`config.mk`:
```
export PLATFORM = sky130hd
export DESIGN_NAME = branch_pc_unit
export DESIGN_NICKNAME = d
export VERILOG_FILES = /design/src/rtl/branch_pc_unit.sv
export SDC_FILE = /design/constraint.sdc
export NUM_CORES = 1
export LEC_CHECK = 0
export BUFFER_PORTS_ARGS = -buffer_cell sky130_fd_sc_hd__buf_4
export CAP_MARGIN = 40
export CORE_MARGIN = 2
export CORE_UTILIZATION = 55
export DETAILED_ROUTE_END_ITERATION = 8
export GPL_TIMING_DRIVEN = 0
export PLACE_DENSITY = 0.89
export SYNTH_ARGS = -nofsm -noshare
export SYNTH_HDL_FRONTEND = slang
export SYNTH_SLANG_ARGS = --single-unit
```
`constraint.sdc`:
```
create_clock -name clk -period 3.5 [get_ports clk]
set_input_delay 0.175 -clock clk [delete_from_list [all_inputs] [get_ports clk]]
set_output_delay 0.175 -clock clk [all_outputs]
set_load 0.005 [all_outputs]
```
`src/rtl/branch_pc_unit.sv`:
```
// EX-stage control-flow unit of the 5-stage MIPS pipeline: owns the fetch PC,
// resolves branches/jumps, flushes younger stages, halts on syscall and keeps run statistics.
module branch_pc_unit #(
  parameter logic [31:0] RESET_PC  = 32'h0000_0000,
  parameter int          CNT_W     = 32,
  parameter logic [31:0] HALT_CODE = 32'd10
) (
  input  logic             clk,
  input  logic             rst_n,
  input  logic             ex_valid,
  input  logic             ex_beq,
  input  logic             ex_bne,
  input  logic             ex_jmp,
  input  logic             ex_jal,
  input  logic             ex_jr,
  input  logic             ex_syscall,
  input  logic             ex_zero,
  input  logic [31:0]      ex_pc,
  input  logic [31:0]      ex_imm,
  input  logic [25:0]      ex_target,
  input  logic [31:0]      ex_rs_val,
  input  logic [31:0]      ex_v0,
  input  logic             stall,
  input  logic             go,
  output logic [31:0]      pc,
  output logic             flush,
  output logic             halted,
  output logic [CNT_W-1:0] cycle_cnt,
  output logic [CNT_W-1:0] jump_cnt,
  output logic [CNT_W-1:0] br_cnt,
  output logic [CNT_W-1:0] br_taken_cnt
);

  typedef enum logic {
    S_RUN  = 1'b0,
    S_HALT = 1'b1
  } state_e;

  localparam logic [CNT_W-1:0] CNT_ONE = CNT_W'(1);

  state_e           state_q, state_d;
  logic [31:0]      pc_q, pc_d;
  logic [CNT_W-1:0] cycle_q, cycle_d;
  logic [CNT_W-1:0] jump_q, jump_d;
  logic [CNT_W-1:0] br_q, br_d;
  logic [CNT_W-1:0] taken_cnt_q, taken_cnt_d;

  logic        beq_v, bne_v, jmp_v, jal_v, jr_v, sys_v;
  logic        taken, redirect, hlt;
  logic [31:0] ex_pc_plus4, br_target, jmp_target, jr_target, target;

  // Bubbles must never redirect, halt or count, so every strobe is qualified here.
  assign beq_v = ex_valid & ex_beq;
  assign bne_v = ex_valid & ex_bne;
  assign jmp_v = ex_valid & ex_jmp;
  assign jal_v = ex_valid & ex_jal;
  assign jr_v  = ex_valid & ex_jr;
  assign sys_v = ex_valid & ex_syscall;

  assign taken    = (beq_v & ex_zero) | (bne_v & ~ex_zero);
  assign redirect = taken | jmp_v | jal_v | jr_v;
  assign hlt      = sys_v & (ex_v0 == HALT_CODE);

  assign ex_pc_plus4 = ex_pc + 32'd4;
  assign br_target   = ex_pc_plus4 + (ex_imm << 2);
  assign jmp_target  = (ex_pc_plus4 & 32'hF000_0000) | {4'b0000, ex_target, 2'b00};
  assign jr_target   = ex_rs_val & 32'hFFFF_FFFC;
  assign target      = jr_v ? jr_target : ((jmp_v | jal_v) ? jmp_target : br_target);

  assign flush = (state_q == S_RUN) & (redirect | hlt);

  // NOTE: every variable gets a default before the case so no path leaves it unassigned (no latches).
  always_comb begin
    state_d     = state_q;
    pc_d        = pc_q;
    cycle_d     = cycle_q;
    jump_d      = jump_q;
    br_d        = br_q;
    taken_cnt_d = taken_cnt_q;
    case (state_q)
      S_RUN: begin
        cycle_d = cycle_q + CNT_ONE;
        if (jmp_v | jal_v | jr_v) jump_d = jump_q + CNT_ONE;
        if (beq_v | bne_v)        br_d = br_q + CNT_ONE;
        if (taken)                taken_cnt_d = taken_cnt_q + CNT_ONE;
        // Halt wins over redirect, and redirect wins over a load-use stall.
        if (hlt) begin
          pc_d    = ex_pc_plus4;
          state_d = S_HALT;
        end else if (redirect) begin
          pc_d = target;
        end else if (!stall) begin
          pc_d = pc_q + 32'd4;
        end
      end
      S_HALT: begin
        if (go) state_d = S_RUN;
      end
      default: state_d = S_RUN;
    endcase
  end

  // NOTE: state registers use non-blocking assignments so all flops update from pre-edge values.
  always_ff @(posedge clk or negedge rst_n) begin
    if (!rst_n) begin
      state_q     <= S_RUN;
      pc_q        <= RESET_PC;
      cycle_q     <= '0;
      jump_q      <= '0;
      br_q        <= '0;
      taken_cnt_q <= '0;
    end else begin
      state_q     <= state_d;
      pc_q        <= pc_d;
      cycle_q     <= cycle_d;
      jump_q      <= jump_d;
      br_q        <= br_d;
      taken_cnt_q <= taken_cnt_d;
    end
  end

  assign pc           = pc_q;
  assign halted       = (state_q == S_HALT);
  assign cycle_cnt    = cycle_q;
  assign jump_cnt     = jump_q;
  assign br_cnt       = br_q;
  assign br_taken_cnt = taken_cnt_q;

endmodule

```
==> results of run 1 <==
flip-flops by register name, summed over array words and instances (netlist names):
name and count:
br_taken_cnt 32, jump_cnt 32, pc 32, halted 1
cycle_cnt 32, br_cnt 32
synthesized netlist by cell type (27+ instances only):
library cell	count	area [sq um]
dfrtp_1	161	4030
nand2_1	154	578
xnor2_1	125	1090
nor2_1	86	323
nand3_1	68	340
xor2_1	65	569
a21oi_1	63	315
o21ai_0	49	245
ha_1	42	526
nand4_1	42	263
and3_1	32	200
clkbuf_1	27	101
metal layers:
metal / vias to the layer above / track usage (%) / wire length [um]
met3: 146 / 10.4 / 4540
met4: 0 / 18.2 / 1790
met1: 5330 / 44.1 / 14200
met2: 734 / 65.2 / 19300
li1: 5089 / - / -
met5: - / 0 / 0
where the power goes:
group | switching, mW | internal, mW
sequential | 0.281 | 2.04
combinational | 0.834 | 0.772
clock | 0.873 | 1.09
total | 1.99 | 3.90
metrics by stage:
step / util [%] / setup WS [ns] / cell area (sq um)
detailed placement: 70.1 / -0.506 / 13600
CTS: 73.6 / 0.0325 / 14300
floorplan: - / 0.337 / 10800
global placement: 69.9 / -0.477 / 13600
finish: 73.8 / 0.143 / 14300
global route: 73.8 / -0.0358 / 14300
worst min-delay path: stages:
cell	delay [ns]
buf_4	0.09
a221oi_1	0.06
o21ai_0	0.15
worst paths after layout:
path,startpoint,end,slack [ns],cells past startpoint
worst max-delay path,ex_pc[5],pc[31],0.14,17
worst min-delay path,ex_rs_val[20],pc[20],0.09,3
worst max register to register,halted,jump_cnt[31],0.48,8
worst min register to register,br_cnt[31],br_cnt[31],0.48,1
max in group asynchronous,rst_n,pc[0],2.34,3
min in group asynchronous,rst_n,jump_cnt[23],0.30,2
final cells by class:
| cell class | count | area share, % |
|---|---|---|
| plain buffers | 38 | 1.26 |
| clock buffers | 17 | 2.97 |
| clock inverters | 15 | 1.38 |
| inverters | 10 | 0.262 |
| multi-input cells | 995 | 46.1 |
| flip-flops and latches | 161 | 28.1 |
| well taps | 265 | 2.32 |
| repair buffers | 329 | 17.5 |
cell families (layout without fill, tap and decap cells):
| group | count (synthesis) | after routing | synth area share, % |
|---|---|---|---|
| XOR/XNOR | 190 | 190 | 15.4 |
| buffers and inverters | 49 | 409 | 2.05 |
| AND/OR/NAND/NOR | 502 | 502 | 24.1 |
| AO/OA/AOI/OAI | 251 | 251 | 15.2 |
| flip-flops | 161 | 161 | 37.3 |
| multiplexers | 9 | 9 | 0.903 |
| adder cells (fa/ha/maj) | 43 | 43 | 5.05 |
repair_timing:
action / in CTS / in global routing
buffers inserted: 0 / 0
hold buffers: 4 / 0
hold endpoints to repair: 75 / 0
gates resized for setup: 1 / 8
setup endpoints to repair: 1 / 5
==> results.py, run 1 <==
metrics = {
    "synth": {
        "syn_area_sq_um": 10800,
        "ys.flop_type": "dfrtp_1",
        "post_synth_num_cell_types": 82,
        "postSynthAreaPerCell_sq_um": 8.96,
        "ys_seq_area_share_pct": 37.3,
        "synth_cells": 1205,
        "ys_async_sr_fraction_pct": 100,
        "ys_seq_elements": 161,
        "yosysWarnings": 0,
        "synth_edf_count": 0,
        "synth_fp_nets": 1414,
    },
    "clocking": {
        "clock_latency_ns": 0.43,
        "cts_buffers": 17,
        "htreeDepth": 4,
        "cts_tree": "built",
        "cts.reportedPaths.clkPinSlew_ns": 0.07,
        "cts-root-buf": "clkbuf_16",
        "cts_sinks": 161,
        "cts.path.max_buffers": 2,
    },
    "routing": {
        "vias": 11300,
        "wl_um": 39900,
        "dr.pass1.iters": 6,
        "drtIter0Drc": 874,
        "vias_per_cell": 6.17,
        "drcViolationCount": 0,
        "ant_nets": 0,
        "post_drt_wl_per_cell_um": 21.8,
    },
    "worst_setup_path": {
        "critPathMaxStageDelay_ns": 0.42,
        "start_kind": "input pin",
        "cp_max_fo": 9,
        "cp.arrival_ns": 3.66,
        "worstSetupPathType": "input pin to flip-flop",
        "cp.required_ns": 3.80,
        "cp_top_family": "compound AO/OA/AOI/OAI gates",
        "critPathCaptureType": "flip-flop",
        "cp.buffers_inverters": 3,
        "path_common_cell": "a21o_1",
        "worstPathCellList": "buf_4 -> and4_1 -> buf_2 -> nand2_1 -> nor3_1 -> nand2_1 -> xnor2_2 -> ha_1 -> clkbuf_1 -> a21o_1 -> a21o_1 -> a21o_1 -> a2111o_1 -> a31o_2 -> a31oi_2 -> a21o_1 -> o211ai_1",
        "cp_slowest_cell": "a2111o_1",
    },
    "layout": {
        "layout_common_cells": "buf_4, dfrtp_1, nand2_1",
        "instances_no_fill": 1830,
        "multi_input_area_sq_um": 6610,
        "seqCellArea_sq_um": 4030,
        "drive_gt1_share_pct": 25.8,
        "antenna_cells": 0,
        "layout.nets": 1761,
        "mostFrequentLayoutCell": "buf_4",
        "n_fill_cell": 1406,
        "syn_to_final_growth_pct": 32.5,
    },
    "sta": {
        "finalClockSkew_ns": 0.0129,
        "tns_ns": 0,
        "period_needed_ns": 3.36,
        "worst_pin_slew_ns": 0.810,
        "max_freq_mhz": 298,
        "hold_violations": 0,
        "grt_setup_unrepaired": "yes",
        "drv_slew": 0,
        "finalCritPeriodShare_pct": 95.9,
        "fin_hold_ws_ns": 0.0900,
        "setup_violations": 0,
        "slew_headroom_pct": 45.6,
    },
    "pwr": {
        "vdd_drop_max_mv": 0.356,
        "power.density_nw_per_um2": 411,
        "power.leakage_nw": 6.63,
        "power_mw": 5.89,
    },
    "grt": {
        "grt_max_degree": 90,
        "gr-total-overflow": 0,
        "grt_pass1_vias": 11200,
        "track_usage_pct": 38.0,
        "grt_pass1_wl_um": 60900,
        "antenna_found_initial": 0,
    },
    "floorplanning": {
        "die_w_um": 144,
        "initial_core_util_pct": 55.7,
        "rows": 51,
        "die-area_sq_um": 20800,
        "die_y_um": 144,
        "ios": 328,
        "coreArea_sq_um": 19400,
    },
    "place": {
        "placedCellCount": 1795,
        "routabilityCongestion": 0.969,
        "numPortBuffers": 322,
        "dp_hpwl_um": 30000,
    },
    "status": {
        "outcome": "complete, no violations",
    },
    "flow_run": {
        "drv_cap": 0,
    },
    "worst_hold_path": {
        "min_path_type": "input pin to flip-flop",
    },
}
Note: power is estimated with default switching activity, not from simulation.
==> run 2, diff against run 1 <==
Settings changed: HOLD_SLACK_MARGIN set to 0.12.
==> run 2 against run 1 <==
  * Critical path depth did not move
  * Via count rose by 0.12%
  * Highest routed layer unchanged
  * Sequential share of layout area fell by 0.16 points
  * Core utilization rose by 0.41 points
  * Critical path type unchanged
  * Global-route usage barely moved
==> results.py, run 2 (same netlist as run 1, synthesis figures left out) <==
metrics = {
    "clocking": {
        "cts.reportedPaths.clkPinSlew_ns": 0.07,
        "cts_tree": "built",
        "postCtsSetupBuffers": 0,
        "cts_sinks": 161,
        "cts.path.max_buffers": 2,
        "htreeDepth": 4,
        "cts-root-buf": "clkbuf_16",
        "clock_latency_ns": 0.43,
        "cts_buffers": 17,
    },
    "floorplanning": {
        "initial_core_util_pct": 55.7,
        "ios": 328,
        "rows": 51,
        "die_w_um": 144,
        "die-area_sq_um": 20800,
        "die_y_um": 144,
        "coreArea_sq_um": 19400,
    },
    "grt": {
        "track_usage_pct": 38.0,
        "gr-total-overflow": 0,
        "grt_max_degree": 90,
        "antenna_found_initial": 0,
        "grt_pass1_vias": 11300,
        "grt_pass1_wl_um": 61000,
    },
    "sta": {
        "hold_violations": 0,
        "max_freq_mhz": 295,
        "finalClockSkew_ns": 0.0116,
        "setup_violations": 0,
        "finalCritPeriodShare_pct": 96.9,
        "worst_pin_slew_ns": 0.813,
        "tns_ns": 0,
        "slew_headroom_pct": 45.4,
        "drv_slew": 0,
        "period_needed_ns": 3.39,
        "grt_setup_unrepaired": "yes",
    },
    "worst_hold_path": {
        "hold_end": "pc[13]",
        "min_path_type": "input pin to flip-flop",
        "whs_path_depth": 3,
        "hold_start": "ex_rs_val[13]",
    },
    "worst_setup_path": {
        "worstSetupPathType": "input pin to flip-flop",
        "rr_worst_depth": 8,
        "rrSetupSlack_ns": 0.36,
        "critPathCaptureType": "flip-flop",
        "worst_r2r_endpoint": "jump_cnt[31]",
        "cp.arrival_ns": 3.70,
        "start_kind": "input pin",
        "cp.required_ns": 3.80,
        "cp_max_fo": 9,
        "r2r_start": "halted",
    },
    "pwr": {
        "power.density_nw_per_um2": 410,
        "vdd_drop_max_mv": 0.358,
        "power_mw": 5.89,
        "power.leakage_nw": 6.67,
    },
    "flow_run": {
        "drv_cap": 0,
    },
    "place": {
        "dp_hpwl_um": 30000,
        "routabilityCongestion": 0.969,
        "numPortBuffers": 322,
    },
    "layout": {
        "layout.nets": 1769,
        "antenna_cells": 0,
        "drive_gt1_share_pct": 25.6,
        "syn_to_final_growth_pct": 33.3,
        "mostFrequentLayoutCell": "buf_4",
        "layout_common_cells": "buf_4, dfrtp_1, nand2_1",
    },
    "routing": {
        "dr.pass1.iters": 5,
        "wl_um": 40000,
        "vias": 11300,
        "vias_per_cell": 6.16,
        "drtIter0Drc": 828,
        "post_drt_wl_per_cell_um": 21.8,
        "drcViolationCount": 0,
        "ant_nets": 0,
    },
    "status": {
        "outcome": "complete, no violations",
    },
}
==> run 2: where the power goes <==
group / switching [mW] / internal, mW / total [mW]
Sequential: 0.279 / 2.04 / 2.32
Clock: 0.874 / 1.09 / 1.96
Combinational: 0.835 / 0.777 / 1.61
Total: 1.99 / 3.91 / 5.89
==> run 2: repair_timing <==
item / 4_1_cts / 5_1_grt
endpoints found under the hold margin: 83 / 0
gates resized for setup: 1 / 8
hold buffers: 12 / 0
endpoints found under the setup margin: 1 / 5
==> run 2: stage by stage <==
step / cell area [sq um] / setup slack (ns) / hold WS (ns) / cells / utilization (%)
final: 14400 / 0.109 / 0.139 / 1838 / 74.2
after global routing: 14400 / -0.0498 / 0.149 / 1838 / 74.2
after CTS: 14300 / 0.0325 / 0.122 / 1839 / 74.0
after detailed placement: 13600 / -0.506 / 0.184 / 1795 / 70.1
after global placement: 13600 / -0.477 / 0.356 / 1792 / 69.9
after floorplan: 10800 / 0.337 / -0.121 / 1205 / -
==> run 2: worst max path at each step <==
| stage | endpoint | slack [ns] | depth (start not counted) | start |
|---|---|---|---|---|
| global route | pc[30] | -0.05 | 15 | ex_pc[4] |
| global placement | pc[30] | -0.48 | 15 | ex_pc[5] |
| detailed placement | pc[30] | -0.51 | 15 | ex_pc[5] |
| floorplan | pc[30] | 0.34 | 15 | ex_pc[5] |
| finish | pc[31] | 0.11 | 17 | ex_pc[5] |
| CTS | pc[31] | 0.03 | 17 | ex_pc[5] |
==> run 2: area by class of cell <==
type | count | area [sq um]
multi-input combinational | 995 | 6610
timing repair buffer | 337 | 2590
tap | 265 | 332
buffer | 38 | 180
sequential | 161 | 4030
clock buffer | 17 | 425
inverter | 10 | 37.5
fill | 1393 | 5000
clock inverter | 15 | 198
==> run 2: critical path, stage by stage <==
cell	delay [ns]
buf_4	0.10
and4_1	0.20
buf_2	0.17
nand2_1	0.17
nor3_1	0.30
nand2_1	0.14
xnor2_2	0.22
ha_1	0.27
clkbuf_1	0.21
a21o_1	0.24
a21o_1	0.17
a21o_1	0.23
a2111o_1	0.42
a31o_2	0.24
a31oi_2	0.23
a21o_1	0.12
o211ai_1	0.08
==> run 2: per-layer routing <==
metal / GRT usage, % / up-vias / wire length [um]
li1: - / 5095 / -
met1: 43.8 / 5343 / 14300
met2: 65.2 / 719 / 19300
met3: 10.8 / 156 / 4460
met4: 18.7 / 0 / 1900
met5: 0 / - / 0
==> run 3, diff against run 2 <==
Settings changed: CORE_UTILIZATION 55 to 48, PLACE_DENSITY 0.89 to 0.82.
Clock period 3.5 ns to 2.7 ns, I/O delays scaled along.
==> run 3 against run 2 <==
  * The flow now finishes with violations (setup timing)
  * Via count rose by 3.7%
  * Setup slack worse by 0.37 ns
  * Flip-flop and latch count unchanged
  * Total power is 30% higher
  * Hold slack worse by 0.015 ns
  * Core utilization decreased by 3.5 points
  * Cell count rose by 4.0%
  * Largest power group unchanged
==> results.py, run 3 (same netlist as run 1, synthesis figures left out) <==
metrics = {
    "routing": {
        "dr.pass1.iters": 5,
        "vias": 11700,
        "post_drt_wl_per_cell_um": 21.7,
        "wl_um": 41600,
        "ant_nets": 0,
        "drtIter0Drc": 983,
        "drcViolationCount": 0,
        "vias_per_cell": 6.13,
    },
    "sta": {
        "grt_setup_unrepaired": "yes",
        "tns_ns": -1.64,
        "worst_pin_slew_ns": 0.841,
        "slew_headroom_pct": 43.7,
        "setup_ws_ns": -0.258,
        "setup_violations": 14,
        "period_needed_ns": 2.96,
        "max_freq_mhz": 338,
        "drv_slew": 0,
        "finalClockSkew_ns": 0.0117,
        "finalCritPeriodShare_pct": 110,
        "hold_violations": 0,
    },
    "grt": {
        "grt_max_degree": 107,
        "track_usage_pct": 32.4,
        "antenna_found_initial": 1,
        "gr-total-overflow": 0,
        "grt_pass1_vias": 11000,
        "grt_pass1_wl_um": 60000,
    },
    "flow_run": {
        "drv_cap": 0,
    },
    "worst_setup_path": {
        "start_kind": "input pin",
        "cp.required_ns": 3.00,
        "critPathCaptureType": "flip-flop",
        "cp_top_family": "simple AND/OR/NAND/NOR gates",
        "rr_worst_depth": 7,
        "path_common_cell": "buf_4",
        "worstPathCellList": "buf_4 -> and4_1 -> buf_6 -> buf_4 -> nand4_1 -> xnor2_2 -> ha_2 -> nand2_2 -> or4_4 -> a21oi_4 -> o21ai_4 -> a21boi_2 -> a31oi_1 -> xor2_1 -> o211ai_1",
        "cp.buffers_inverters": 3,
        "cp.arrival_ns": 3.26,
        "path_depth": 15,
        "cp_max_fo": 6,
        "worstSetupPathType": "input pin to flip-flop",
        "critPathMaxStageDelay_ns": 0.44,
        "cp_slowest_cell": "or4_4",
    },
    "place": {
        "numPortBuffers": 322,
        "routabilityCongestion": 0.981,
        "pre_cts_slack_ns": -0.876,
        "dp_hpwl_um": 29900,
    },
    "worst_hold_path": {
        "whs_path_depth": 4,
        "min_path_type": "input pin to flip-flop",
    },
    "layout": {
        "syn_to_final_growth_pct": 43.8,
        "layout.nets": 1828,
        "mostFrequentLayoutCell": "buf_4",
        "layout_common_cells": "buf_4, dfrtp_1, nand2_1",
        "drive_gt1_share_pct": 32.4,
        "final_core_util_pct": 70.7,
    },
    "clocking": {
        "cts_buffers": 17,
        "cts_sinks": 161,
        "cts-root-buf": "clkbuf_16",
        "cts.reportedPaths.clkPinSlew_ns": 0.07,
        "htreeDepth": 4,
        "cts_tree": "built",
        "clock_latency_ns": 0.43,
        "cts.path.max_buffers": 2,
    },
    "pwr": {
        "power.leakage_nw": 7.16,
        "power.density_nw_per_um2": 495,
        "vdd_drop_max_mv": 0.472,
        "power_mw": 7.69,
    },
    "floorplanning": {
        "coreArea_sq_um": 22000,
        "die_y_um": 154,
        "die-area_sq_um": 23700,
        "initial_core_util_pct": 49.2,
        "die_w_um": 154,
        "ios": 328,
        "rows": 54,
    },
    "status": {
        "outcome": "finished with violations",
        "violations": "setup timing",
    },
}
[run 3: cell count changes in the layout (fill, tap and decap cells not counted), moves of 9 or more]
cell / previous run / this run
ha_1: 42 / 28
ha_4: 0 / 9
dlygate4sd3_1: 12 / 27
a21oi_1: 62 / 49
buf_4: 323 / 361
o21ai_0: 49 / 40
[run 3: report_power, final]
part	total [mW]	leakage [nW]	switching (mW)	internal (mW)
sequential	3.00	2.11	0.353	2.65
combinational	2.31	4.76	1.17	1.14
clock	2.38	0.278	1.08	1.30
total	7.69	7.16	2.60	5.08
[run 3: worst paths after layout]
kind,from,to,slack [ns]
max in group asynchronous,rst_n,halted,1.60
worst max register to register,halted,pc[29],0.16
min in group asynchronous,rst_n,br_taken_cnt[29],0.21
worst min register to register,br_taken_cnt[31],br_taken_cnt[31],0.48
worst max-delay path,ex_pc[8],pc[25],-0.26
worst min-delay path,ex_pc[28],pc[28],0.12
[run 3: area by class of cell]
class | count | area (sq um)
fillers | 1586 | 6430
clock buffers | 17 | 425
repair buffers | 398 | 3120
plain buffers | 36 | 206
well taps | 280 | 350
inverters | 10 | 37.5
flip-flops and latches | 161 | 4030
clock inverters | 14 | 148
diodes | 1 | 2.50
multi-input cells | 995 | 7210
[run 3: per-layer routing]
layer / global-route usage [%] / wire length [um] / vias up
met3: 7.55 / 4040 / 168
met1: 39.2 / 15400 / 5565
met5: 0 / 0 / -
met2: 54.4 / 19900 / 779
li1: - / - / 5216
met4: 15.7 / 2190 / 0
[run 3: timing repair]
| action | 4_1_cts | 5_1_grt |
|---|---|---|
| endpoints found under the hold margin | 80 | 0 |
| endpoints found under the setup margin | 13 | 29 |
| resized for setup | 49 | 66 |
| hold buffers | 27 | 0 |
| setup buffers | 25 | 21 |
| pin swaps | 39 | 45 |
[run 3: stage by stage]
step	std cells	area [sq um]	hold WS (ns)
finish	1912	15500	0.124
global route	1912	15500	0.143
CTS	1890	15000	0.126
detailed placement	1810	13800	0.0919
global placement	1807	13700	0.328
floorplan	1205	10900	-0.161
[run 3: worst reg2reg max path: stages, from the launching register on]
cell      delay (ns)
dfrtp_2         0.50
clkbuf_1        0.31
a211oi_1        0.74
buf_2           0.34
o21ai_0         0.11
a221oi_1        0.24
a211oi_1        0.08
a31oi_1         0.16
